==> src/rtl/hit_or_tdc_tagger.sv <==
// Purpose : timestamps and measures HIT_OR pulses, packing each one into a 32-bit word held in a show-ahead FIFO.
// Latency : a HIT_IN edge reaches hit_s after 3 cycles; the word is on FIFO_DATA 2 cycles after fall is detected.
// Backpr. : if the FIFO is full with no pop in the PUSH cycle, the word is dropped and LOST_CNT counts it (saturating).
//
// Ports:
//   BUS_CLK     single clock for all logic
//   BUS_RST_N   asynchronous active-low reset
//   EN          capture enable; dropping it mid-pulse aborts that pulse silently
//   HIT_IN      asynchronous HIT_OR from the DUT
//   FIFO_READ   pop strobe; ignored while FIFO_EMPTY=1
//   FIFO_EMPTY  no word available
//   FIFO_DATA   head word {DATA_IDENTIFIER, ts[15:0], tot[11:0]}; zero while empty
//   LOST_CNT    dropped-pulse count, saturates at 8'hFF
//   BUSY        high while a pulse is measured or being pushed
module hit_or_tdc_tagger #(
  parameter logic [3:0]  DATA_IDENTIFIER = 4'b0101,
  parameter int          FIFO_DEPTH      = 16,
  parameter logic [11:0] TOT_MAX         = 12'hFFF
) (
  input  logic        BUS_CLK,
  input  logic        BUS_RST_N,
  input  logic        EN,
  input  logic        HIT_IN,
  input  logic        FIFO_READ,
  output logic        FIFO_EMPTY,
  output logic [31:0] FIFO_DATA,
  output logic [7:0]  LOST_CNT,
  output logic        BUSY
);

  localparam int AW = $clog2(FIFO_DEPTH);

  typedef enum logic [1:0] {
    IDLE = 2'd0,
    HIGH = 2'd1,
    PUSH = 2'd2
  } state_t;

  // ---------------------------------------------------------------
  // Input synchroniser and edge detection
  // ---------------------------------------------------------------
  logic [2:0] sync_ff;
  logic       hit_s;
  logic       hit_q;
  logic       rise;
  logic       fall;

  assign hit_s = sync_ff[2];
  assign rise  = hit_s & ~hit_q;
  assign fall  = ~hit_s & hit_q;

  always_ff @(posedge BUS_CLK or negedge BUS_RST_N) begin
    if (!BUS_RST_N) begin
      sync_ff <= 3'b000;
      hit_q   <= 1'b0;
    end else begin
      sync_ff <= {sync_ff[1:0], HIT_IN};
      hit_q   <= hit_s;
    end
  end

  // ---------------------------------------------------------------
  // Free-running timestamp, independent of EN
  // ---------------------------------------------------------------
  logic [15:0] ts_cnt;

  always_ff @(posedge BUS_CLK or negedge BUS_RST_N) begin
    if (!BUS_RST_N) begin
      ts_cnt <= 16'h0000;
    end else begin
      ts_cnt <= ts_cnt + 16'd1;
    end
  end

  // ---------------------------------------------------------------
  // Pulse measurement FSM
  // ---------------------------------------------------------------
  state_t      state;
  state_t      state_nxt;
  logic [15:0] ts_q;
  logic [15:0] ts_nxt;
  logic [11:0] tot_q;
  logic [11:0] tot_nxt;
  logic        push;

  always_ff @(posedge BUS_CLK or negedge BUS_RST_N) begin
    if (!BUS_RST_N) begin
      state <= IDLE;
      ts_q  <= 16'h0000;
      tot_q <= 12'h000;
    end else begin
      state <= state_nxt;
      ts_q  <= ts_nxt;
      tot_q <= tot_nxt;
    end
  end

  always_comb begin
    state_nxt = state;
    ts_nxt    = ts_q;
    tot_nxt   = tot_q;
    push      = 1'b0;
    case (state)
      IDLE: begin
        // The rise cycle itself is the first high cycle, hence tot starts at 1.
        if (rise && EN) begin
          ts_nxt    = ts_cnt;
          tot_nxt   = 12'd1;
          state_nxt = HIGH;
        end
      end
      HIGH: begin
        if (!EN) begin
          state_nxt = IDLE;
        end else if (fall) begin
          state_nxt = PUSH;
        end else if (hit_s && (tot_q != TOT_MAX)) begin
          tot_nxt = tot_q + 12'd1;
        end
      end
      PUSH: begin
        // Any rise arriving here is not sampled by IDLE, so it is ignored.
        push      = 1'b1;
        state_nxt = IDLE;
      end
      default: begin
        state_nxt = IDLE;
      end
    endcase
  end

  assign BUSY = (state != IDLE);

  // ---------------------------------------------------------------
  // Show-ahead output FIFO
  // ---------------------------------------------------------------
  logic [31:0] mem [FIFO_DEPTH];
  logic [AW:0] wr_ptr;
  logic [AW:0] rd_ptr;
  logic [AW:0] count;
  logic        full;
  logic        rd_ok;
  logic        wr_ok;
  logic        drop;
  logic [31:0] word;

  assign word       = {DATA_IDENTIFIER, ts_q, tot_q};
  assign count      = wr_ptr - rd_ptr;
  assign FIFO_EMPTY = (count == '0);
  assign full       = (count == (AW+1)'(FIFO_DEPTH));
  assign rd_ok      = FIFO_READ & ~FIFO_EMPTY;
  // A pop in the same cycle frees a slot, so a write into a full FIFO still lands.
  assign wr_ok      = push & (~full | rd_ok);
  assign drop       = push & full & ~rd_ok;
  // Gated so that unwritten memory never shows on the bus while empty.
  assign FIFO_DATA  = FIFO_EMPTY ? 32'h0 : mem[rd_ptr[AW-1:0]];

  always_ff @(posedge BUS_CLK) begin
    if (wr_ok) begin
      mem[wr_ptr[AW-1:0]] <= word;
    end
  end

  always_ff @(posedge BUS_CLK or negedge BUS_RST_N) begin
    if (!BUS_RST_N) begin
      wr_ptr   <= '0;
      rd_ptr   <= '0;
      LOST_CNT <= 8'h00;
    end else begin
      if (wr_ok) begin
        wr_ptr <= wr_ptr + (AW+1)'(1);
      end
      if (rd_ok) begin
        rd_ptr <= rd_ptr + (AW+1)'(1);
      end
      if (drop && (LOST_CNT != 8'hFF)) begin
        LOST_CNT <= LOST_CNT + 8'd1;
      end
    end
  end

endmodule

==> config.mk <==
export PLATFORM = sky130hd
export DESIGN_NAME = hit_or_tdc_tagger
export DESIGN_NICKNAME = d
export VERILOG_FILES = /design/src/rtl/hit_or_tdc_tagger.sv
export SDC_FILE = /design/constraint.sdc
export NUM_CORES = 1
export LEC_CHECK = 0
export CORE_MARGIN = 2
export CORE_UTILIZATION = 40
export CTS_BUF_LIST = sky130_fd_sc_hd__clkbuf_2
export DETAILED_ROUTE_END_ITERATION = 8
export HOLD_SLACK_MARGIN = 0.02
export MAX_ROUTING_LAYER = met4
export PLACE_DENSITY_LB_ADDON = 0.25
export SLEW_MARGIN = 40
export SYNTH_ARGS = -nofsm -noshare
export SYNTH_HDL_FRONTEND = slang
export SYNTH_SLANG_ARGS = --single-unit
==> constraint.sdc <==
create_clock -name BUS_CLK -period 6.3 [get_ports BUS_CLK]
set_input_delay 0.945 -clock BUS_CLK [delete_from_list [all_inputs] [get_ports BUS_CLK]]
set_output_delay 0.945 -clock BUS_CLK [all_outputs]
set_load 0.01 [all_outputs]
==> key figures, run 1 <==
Layout
  • Post-route standard cell area excluding fillers: around 0.023 mm^2
  • Number of nets at the end of the flow: 1,125
  • Most used cells in the layout excluding fill and tap cells: sky130_fd_sc_hd__edfxtp_1 (448), sky130_fd_sc_hd__clkbuf_2 (205), sky130_fd_sc_hd__mux4_2 (140)
  • Synthesis-to-finish area growth: 13.0%
  • Fraction of final layout cells with drive strength greater than 1: 37.0%
  • Leading cell type in the layout, fill and taps excluded: sky130_fd_sc_hd__edfxtp_1

Floorplanning
  • Die X: 230 um
  • Area of the die: 0.0529 mm^2
  • Number of standard-cell rows in the floorplan: just over 80
  • Number of I/O pins: 47
  • Area inside the core boundary: 0.0503 mm^2
  • Initial cell density of the core: 40.7%
  • Height of the chip: around 230 um

Routing
  • Vias after detailed routing: 9,711
  • Antenna Violating Nets Remaining: 0
  • Final wirelength: 43,800 um
  • Detailed Routing Iterations Pass 1: 5
  • Routed length per instance: 23.3 um
  • Vias per std cell: between 5 and 6
  • Detailed router's first-iteration violation count: 642
  • Number of remaining DRC errors: 0

Power
  • Peak supply drop: 0.000327 V
  • Static power due to leakage: between 7 and 8 nW
  • Power Dens Cells: 381 mW/mm^2

Synthesis
  • Main area contributors after synthesis: sky130_fd_sc_hd__edfxtp_1 (66%), sky130_fd_sc_hd__mux4_2 (15%), sky130_fd_sc_hd__dfrtp_1 (8.3%)
  • Total standard cell area after synthesis: about 0.020 mm^2
  • Synthesized instance count: 942
  • Count of synthesis-stage warnings from yosys: 0
  • Area share of the largest cell type after synthesis: 65.8%
  • Flip-flop and latch count after synthesis: 516
  • Synthesized area per cell: ~22 um^2
  • Share of synthesized area occupied by flip-flops and latches: between 70 and 80%
  • Most instantiated flip-flop cell in the synthesis netlist: sky130_fd_sc_hd__edfxtp_1
  • Most area-hungry cell type in the Yosys netlist: sky130_fd_sc_hd__edfxtp_1
  • Post-synth cell types: between 40 and 50
  • Number of synthesized flops with an enable pin: 448
  • Share of synthesized registers carrying an async set or reset: 13.2%

Clocking
  • Post-CTS repair timing setup buffer count: 0
  • Number of buffers between clock root and the deepest sink: 3
  • Clock transition at the register clock pins on the worst setup and hold paths after CTS: 0.10 ns
  • TritonCTS clock tree: built
  • Count of cells resized by post-cts repair: 0
  • Clk sink count: 516
  • Clock latency of the later-clocked register in the worst-skew pair: 1.10 ns
  • Clock H-tree levels: 4
  • CTS buffer count: 132
  • Cell chosen for the clock root: sky130_fd_sc_hd__clkbuf_2
  • Cts hold-fix bufs: 1

Timing
  • Number of hold violations in the final report: 0
  • Ratio of final minimum period to clock period: a little over four fifths
  • Top achievable clock speed: 191 MHz
  • Accumulated negative setup slack: 0 ns
  • Slew @ Worst Pin: 0.733 ns
  • Worst slew slack as a fraction of its limit: 51.1%
  • Number of endpoints failing setup at the final stage: 0
  • Max-slew violation count: 0
  • RSZ-0062 raised after global routing: no
  • Worst clock skew on the final layout: 0.0657 ns
  • Shortest period the worst path allows: 5.25 ns

Global route
  • Number of global-route vias before repair: 10,600
  • GR Layer Usage met2: about 28%
  • GRT Max-Usage Layer: met2
  • Pin count of the biggest net entering global routing: 69
  • Met3 usage: under 10%
  • Sum of overflow across all layers after global routing: 0
  • Initial antenna violation count: 1
  • M1 GR Usage: 22.0%
  • First-pass GRT wire length: 66,100 um
  • Total global routing track utilization: 17.7%

Place
  • Placer's final routability congestion estimate: 0.750
  • Post-detailed-placement half-perimeter wirelength: 24,000 um
  • Number of I/O port buffers: 44
  • Area post-placement: between 0.02 and 0.025 mm^2

Critical path
  • Required time at the worst-slack endpoint: 5.35 ns
  • Data arrival, critical path: approximately 4.3 ns
  • Crit end category: primary output
  • Startpoint type of the worst setup path: flip-flop
  • Worst Path Max Fanout: 18
  • Type of the worst setup path: reg2out

Run
  • Maximum capacitance violations: 0

Outcome
  • Outcome: finished, final reports clean

Worst hold path
  • Tightest Hold Check Type: in2reg
==> per-stage QoR <==
stage,setup WS (ns),cells,utilization (%),hold WS (ns),total power [mW]
global route,0.768,1877,45.9,0.199,9.26
floorplan,1.56,943,-,0.331,5.80
CTS,0.892,1876,45.9,0.156,8.97
finish,1.05,1877,45.9,0.323,8.80
detailed placement,2.08,1645,43.5,0.337,6.63
global placement,2.16,1642,43.3,0.337,6.60
==> critical path: stages, from the launching register on <==
cell and delay (ns):
sky130_fd_sc_hd__dfrtp_1 0.60, sky130_fd_sc_hd__ha_1 0.35, sky130_fd_sc_hd__a21oi_1 0.20, sky130_fd_sc_hd__and3b_1 0.20, sky130_fd_sc_hd__o2111ai_2 0.16, sky130_fd_sc_hd__o21ba_4 0.68, sky130_fd_sc_hd__buf_4 0.49, sky130_fd_sc_hd__nor2b_4 0.06
sky130_fd_sc_hd__clkdlybuf4s50_1 0.49
==> power breakdown <==
part	switching (mW)	leakage (nW)	total, mW	internal, mW
combinational	1.17	2.05	2.62	1.45
sequential	0.0948	4.84	3.87	3.77
clock	1.29	0.966	2.31	1.02
==> logic make-up (layout without fill, tap and decap cells) <==
logic type	after synthesis	count (layout)	synth area share (%)
other	1	3	0.0183
xor gates and xnor gates	38	38	1.63
and+or+nand+nor	142	142	4.78
adders and majority gates	12	12	0.734
buffers and inverters	54	315	1.62
DFF	516	516	74.1
AOI/OAI and AO/OA	21	21	0.673
muxes	158	158	16.4
==> registers in the layout, indices dropped and copies added, names as in the netlist <==
signal	flops
LOST_CNT	8
hit_q	1
mem	448
rd_ptr	5
state	2
sync_ff	3
tot_q	12
ts_cnt	16
ts_q	16
wr_ptr	5
==> routing by layer <==
metal | wire length [um] | vias up
met5 | 0 | -
met4 | 997 | 0
met3 | 1850 | 75
met2 | 22300 | 238
met1 | 18700 | 5132
li1 | - | 4266
==> cells in the mapped netlist, types with 3 or more instances <==
library cell and instances:
sky130_fd_sc_hd__buf_1 6, sky130_fd_sc_hd__nand2_1 19, sky130_fd_sc_hd__nor2b_1 3, sky130_fd_sc_hd__nand3_1 17, sky130_fd_sc_hd__buf_12 4, sky130_fd_sc_hd__nor2_1 30
sky130_fd_sc_hd__xnor2_1 28, sky130_fd_sc_hd__nand4_1 12, sky130_fd_sc_hd__buf_6 3, sky130_fd_sc_hd__xor2_1 10, sky130_fd_sc_hd__nor3_1 7, sky130_fd_sc_hd__dfrtp_1 68
sky130_fd_sc_hd__edfxtp_1 448, sky130_fd_sc_hd__buf_4 3, sky130_fd_sc_hd__ha_1 12, sky130_fd_sc_hd__mux4_2 140, sky130_fd_sc_hd__and3_1 8, sky130_fd_sc_hd__nand2b_1 7
sky130_fd_sc_hd__nor2b_4 28, sky130_fd_sc_hd__mux2_1 18, sky130_fd_sc_hd__o21ai_1 8, sky130_fd_sc_hd__and2_1 3, sky130_fd_sc_hd__clkbuf_1 13, sky130_fd_sc_hd__inv_1 7
sky130_fd_sc_hd__buf_2 15, sky130_fd_sc_hd__a21oi_1 5
==> worst paths after layout <==
check,start,end,slack [ns],cells past startpoint
worst max-delay path,wr_ptr[2],FIFO_DATA[13],1.05,8
worst min-delay path,HIT_IN,sync_ff[0],0.32,1
worst max register to register,wr_ptr[2],mem[6][23],2.61,8
worst min register to register,sync_ff[1],sync_ff[2],0.36,0
max in group asynchronous,BUS_RST_N,rd_ptr[1],5.20,2
min in group asynchronous,BUS_RST_N,ts_cnt[8],0.48,2
==> cell type report <==
cell class | instances | area (um^2)
fill | 4358 | 27200
sequential | 516 | 15200
multi-input combinational | 373 | 5080
clock buffer | 205 | 1030
tap | 672 | 841
timing repair buffer | 76 | 744
clock inverter | 25 | 204
inverter | 9 | 33.8
antenna | 1 | 2.50
(Power assumes the default switching activity.)
==> run 2: changes to the inputs <==
- clock period: 6.3 -> 4.96 ns (I/O delays scaled with it)
==> key figures, run 2 (synthesized netlist as in run 1, its figures left out) <==
Critical path
  • Required time at the worst-slack endpoint: 4.22 ns
  • Worst R2R End: mem[12][16]
  • Launching point of the worst reg2reg path: wr_ptr[2]
  • Crit end category: primary output
  • Startpoint type of the worst setup path: flip-flop
  • Worst Reg2Reg Path Length in Cells: 8
  • Series of cell instances along the critical path: ha_1, a21oi_1, and3b_1, o2111ai_2, o21ba_4, buf_4, clkdlybuf4s50_1
  • Worst Path Max Fanout: 12
  • Register-to-register path setup slack: between 1 and 1.5 ns
  • Cell with the largest stage delay on the worst path: sky130_fd_sc_hd__dfrtp_1
  • Data arrival, critical path: between 3 and 4 ns
  • Type of the worst setup path: reg2out
  • Critical path's largest stage delay: 0.61 ns

Place
  • Number of I/O port buffers: 44
  • Post-detailed-placement half-perimeter wirelength: between 20,000 and 25,000 um
  • Area post-placement: 0.0219 mm^2
  • Placer's final routability congestion estimate: 0.742
  • DP Worst Slack: about 1.3 ns

Clocking
  • Clk sink count: 516
  • Count of cells resized by post-cts repair: 0
  • Clock H-tree levels: 4
  • TritonCTS clock tree: built
  • CTS buffer count: 133
  • Clock transition at the register clock pins on the worst setup and hold paths after CTS: 0.10 ns
  • Clock latency of the later-clocked register in the worst-skew pair: 1.08 ns
  • Cell chosen for the clock root: sky130_fd_sc_hd__clkbuf_2
  • Number of buffers between clock root and the deepest sink: 3

Routing
  • Detailed router's first-iteration violation count: 707
  • Final wirelength: approximately 43,000 um
  • Routed length per instance: 23.0 um
  • Antenna Violating Nets Remaining: 0
  • Vias after detailed routing: 9,777
  • Vias per std cell: between 5 and 6
  • Number of remaining DRC errors: 0
  • Detailed Routing Iterations Pass 1: 5

Timing
  • Worst slew slack as a fraction of its limit: 49.6%
  • RSZ-0062 raised after global routing: no
  • WHS: 0.299 ns
  • Top achievable clock speed: 215 MHz
  • Number of endpoints failing setup at the final stage: 0
  • Max-slew violation count: 0
  • Accumulated negative setup slack: 0 ns
  • Number of hold violations in the final report: 0
  • Slew @ Worst Pin: 0.756 ns
  • Ratio of final minimum period to clock period: 93.7%
  • Shortest period the worst path allows: 4.65 ns
  • Worst clock skew on the final layout: 0.102 ns
  • Final WS setup: 0.312 ns

Global route
  • Sum of overflow across all layers after global routing: 0
  • Number of global-route vias before repair: 10,500
  • Pin count of the biggest net entering global routing: around 120
  • Total global routing track utilization: about 17%
  • First-pass GRT wire length: roughly 65,000 um
  • Initial antenna violation count: 1

Layout
  • Number of nets at the end of the flow: around 1,100
  • Leading cell type in the layout, fill and taps excluded: sky130_fd_sc_hd__edfxtp_1
  • Synthesis-to-finish area growth: 13.6%
  • Flip-flop count of the largest register after layout: 448
  • Most used cells in the layout excluding fill and tap cells: sky130_fd_sc_hd__edfxtp_1 (448), sky130_fd_sc_hd__clkbuf_2 (205), sky130_fd_sc_hd__mux4_2 (140)
  • Fraction of final layout cells with drive strength greater than 1: 36.6%
  • Post-route standard cell area excluding fillers: 0.0232 mm^2

Power
  • Peak supply drop: around 0.00038 V
  • Static power due to leakage: 7.87 nW
  • Power Dens Cells: about 480 mW/mm^2

Floorplanning
  • Area of the die: 0.0529 mm^2
  • Area inside the core boundary: between 0.05 and 0.06 mm^2
  • Number of I/O pins: 47
  • Initial cell density of the core: 40.7%
  • Die X: 230 um
  • Number of standard-cell rows in the floorplan: 82
  • Height of the chip: 230 um

Outcome
  • Outcome: finished, final reports clean

Worst hold path
  • Tightest Hold Check Type: in2async

Run
  • Maximum capacitance violations: 0
-- run 2: cell type report --
class	instances	area (um^2)
clock inverters	29	221
flip-flops and latches	516	15200
diodes	1	2.50
multi-input cells	373	5080
clock buffers	205	1030
inverters	9	33.8
repair buffers	74	851
well taps	672	841
fillers	4316	27000
-- run 2: worst max-delay path by stage --
stage / startpoint / depth (start not counted) / endpoint / slack (ns)
2_1_floorplan: rd_ptr[1] / 12 / mem[3][0] / 0.22
3_3_place_gp: wr_ptr[2] / 7 / FIFO_EMPTY / 1.37
3_5_place_dp: wr_ptr[2] / 7 / FIFO_EMPTY / 1.34
4_1_cts: wr_ptr[2] / 7 / FIFO_EMPTY / 0.16
5_1_grt: wr_ptr[2] / 7 / FIFO_EMPTY / 0.04
6_report: wr_ptr[2] / 7 / FIFO_EMPTY / 0.31
-- run 2: critical path, delay by kind of cell (launching register included) --
kind	cells	cell delay, ns
flops	1	0.61
buf+inv	2	0.98
simple gates	1	0.20
compound gates	3	0.73
fa+ha+maj	1	0.35
-- run 2: where the power goes --
group / total [mW] / internal (mW) / switching, mW
sequential: 4.92 / 4.79 / 0.126
combinational: 3.28 / 1.83 / 1.45
clock: 2.95 / 1.30 / 1.65
-- run 2: metrics by stage --
| stage | power (mW) | cells | util (%) |
|---|---|---|---|
| detailed placement | 8.39 | 1642 | 43.7 |
| finish | 11.1 | 1879 | 46.2 |
| CTS | 11.4 | 1877 | 46.2 |
| floorplan | 7.37 | 943 | - |
| global placement | 8.37 | 1642 | 43.6 |
| global route | 11.8 | 1879 | 46.2 |
-- run 2: what timing repair did --
item	4_1_cts	5_1_grt
hold buffers	1	1
buffers inserted	0	0
hold endpoints to repair	68	1
-- run 2: per-layer routing --
metal	up-vias	share of wire, %	wire length (um)	track usage (%)
met4	0	1.3	551	6.11
met2	219	51	21900	27.6
met1	5237	44	18900	22.5
met5	-	0	0	-
li1	4273	-	-	-
met3	48	4.3	1860	3.51
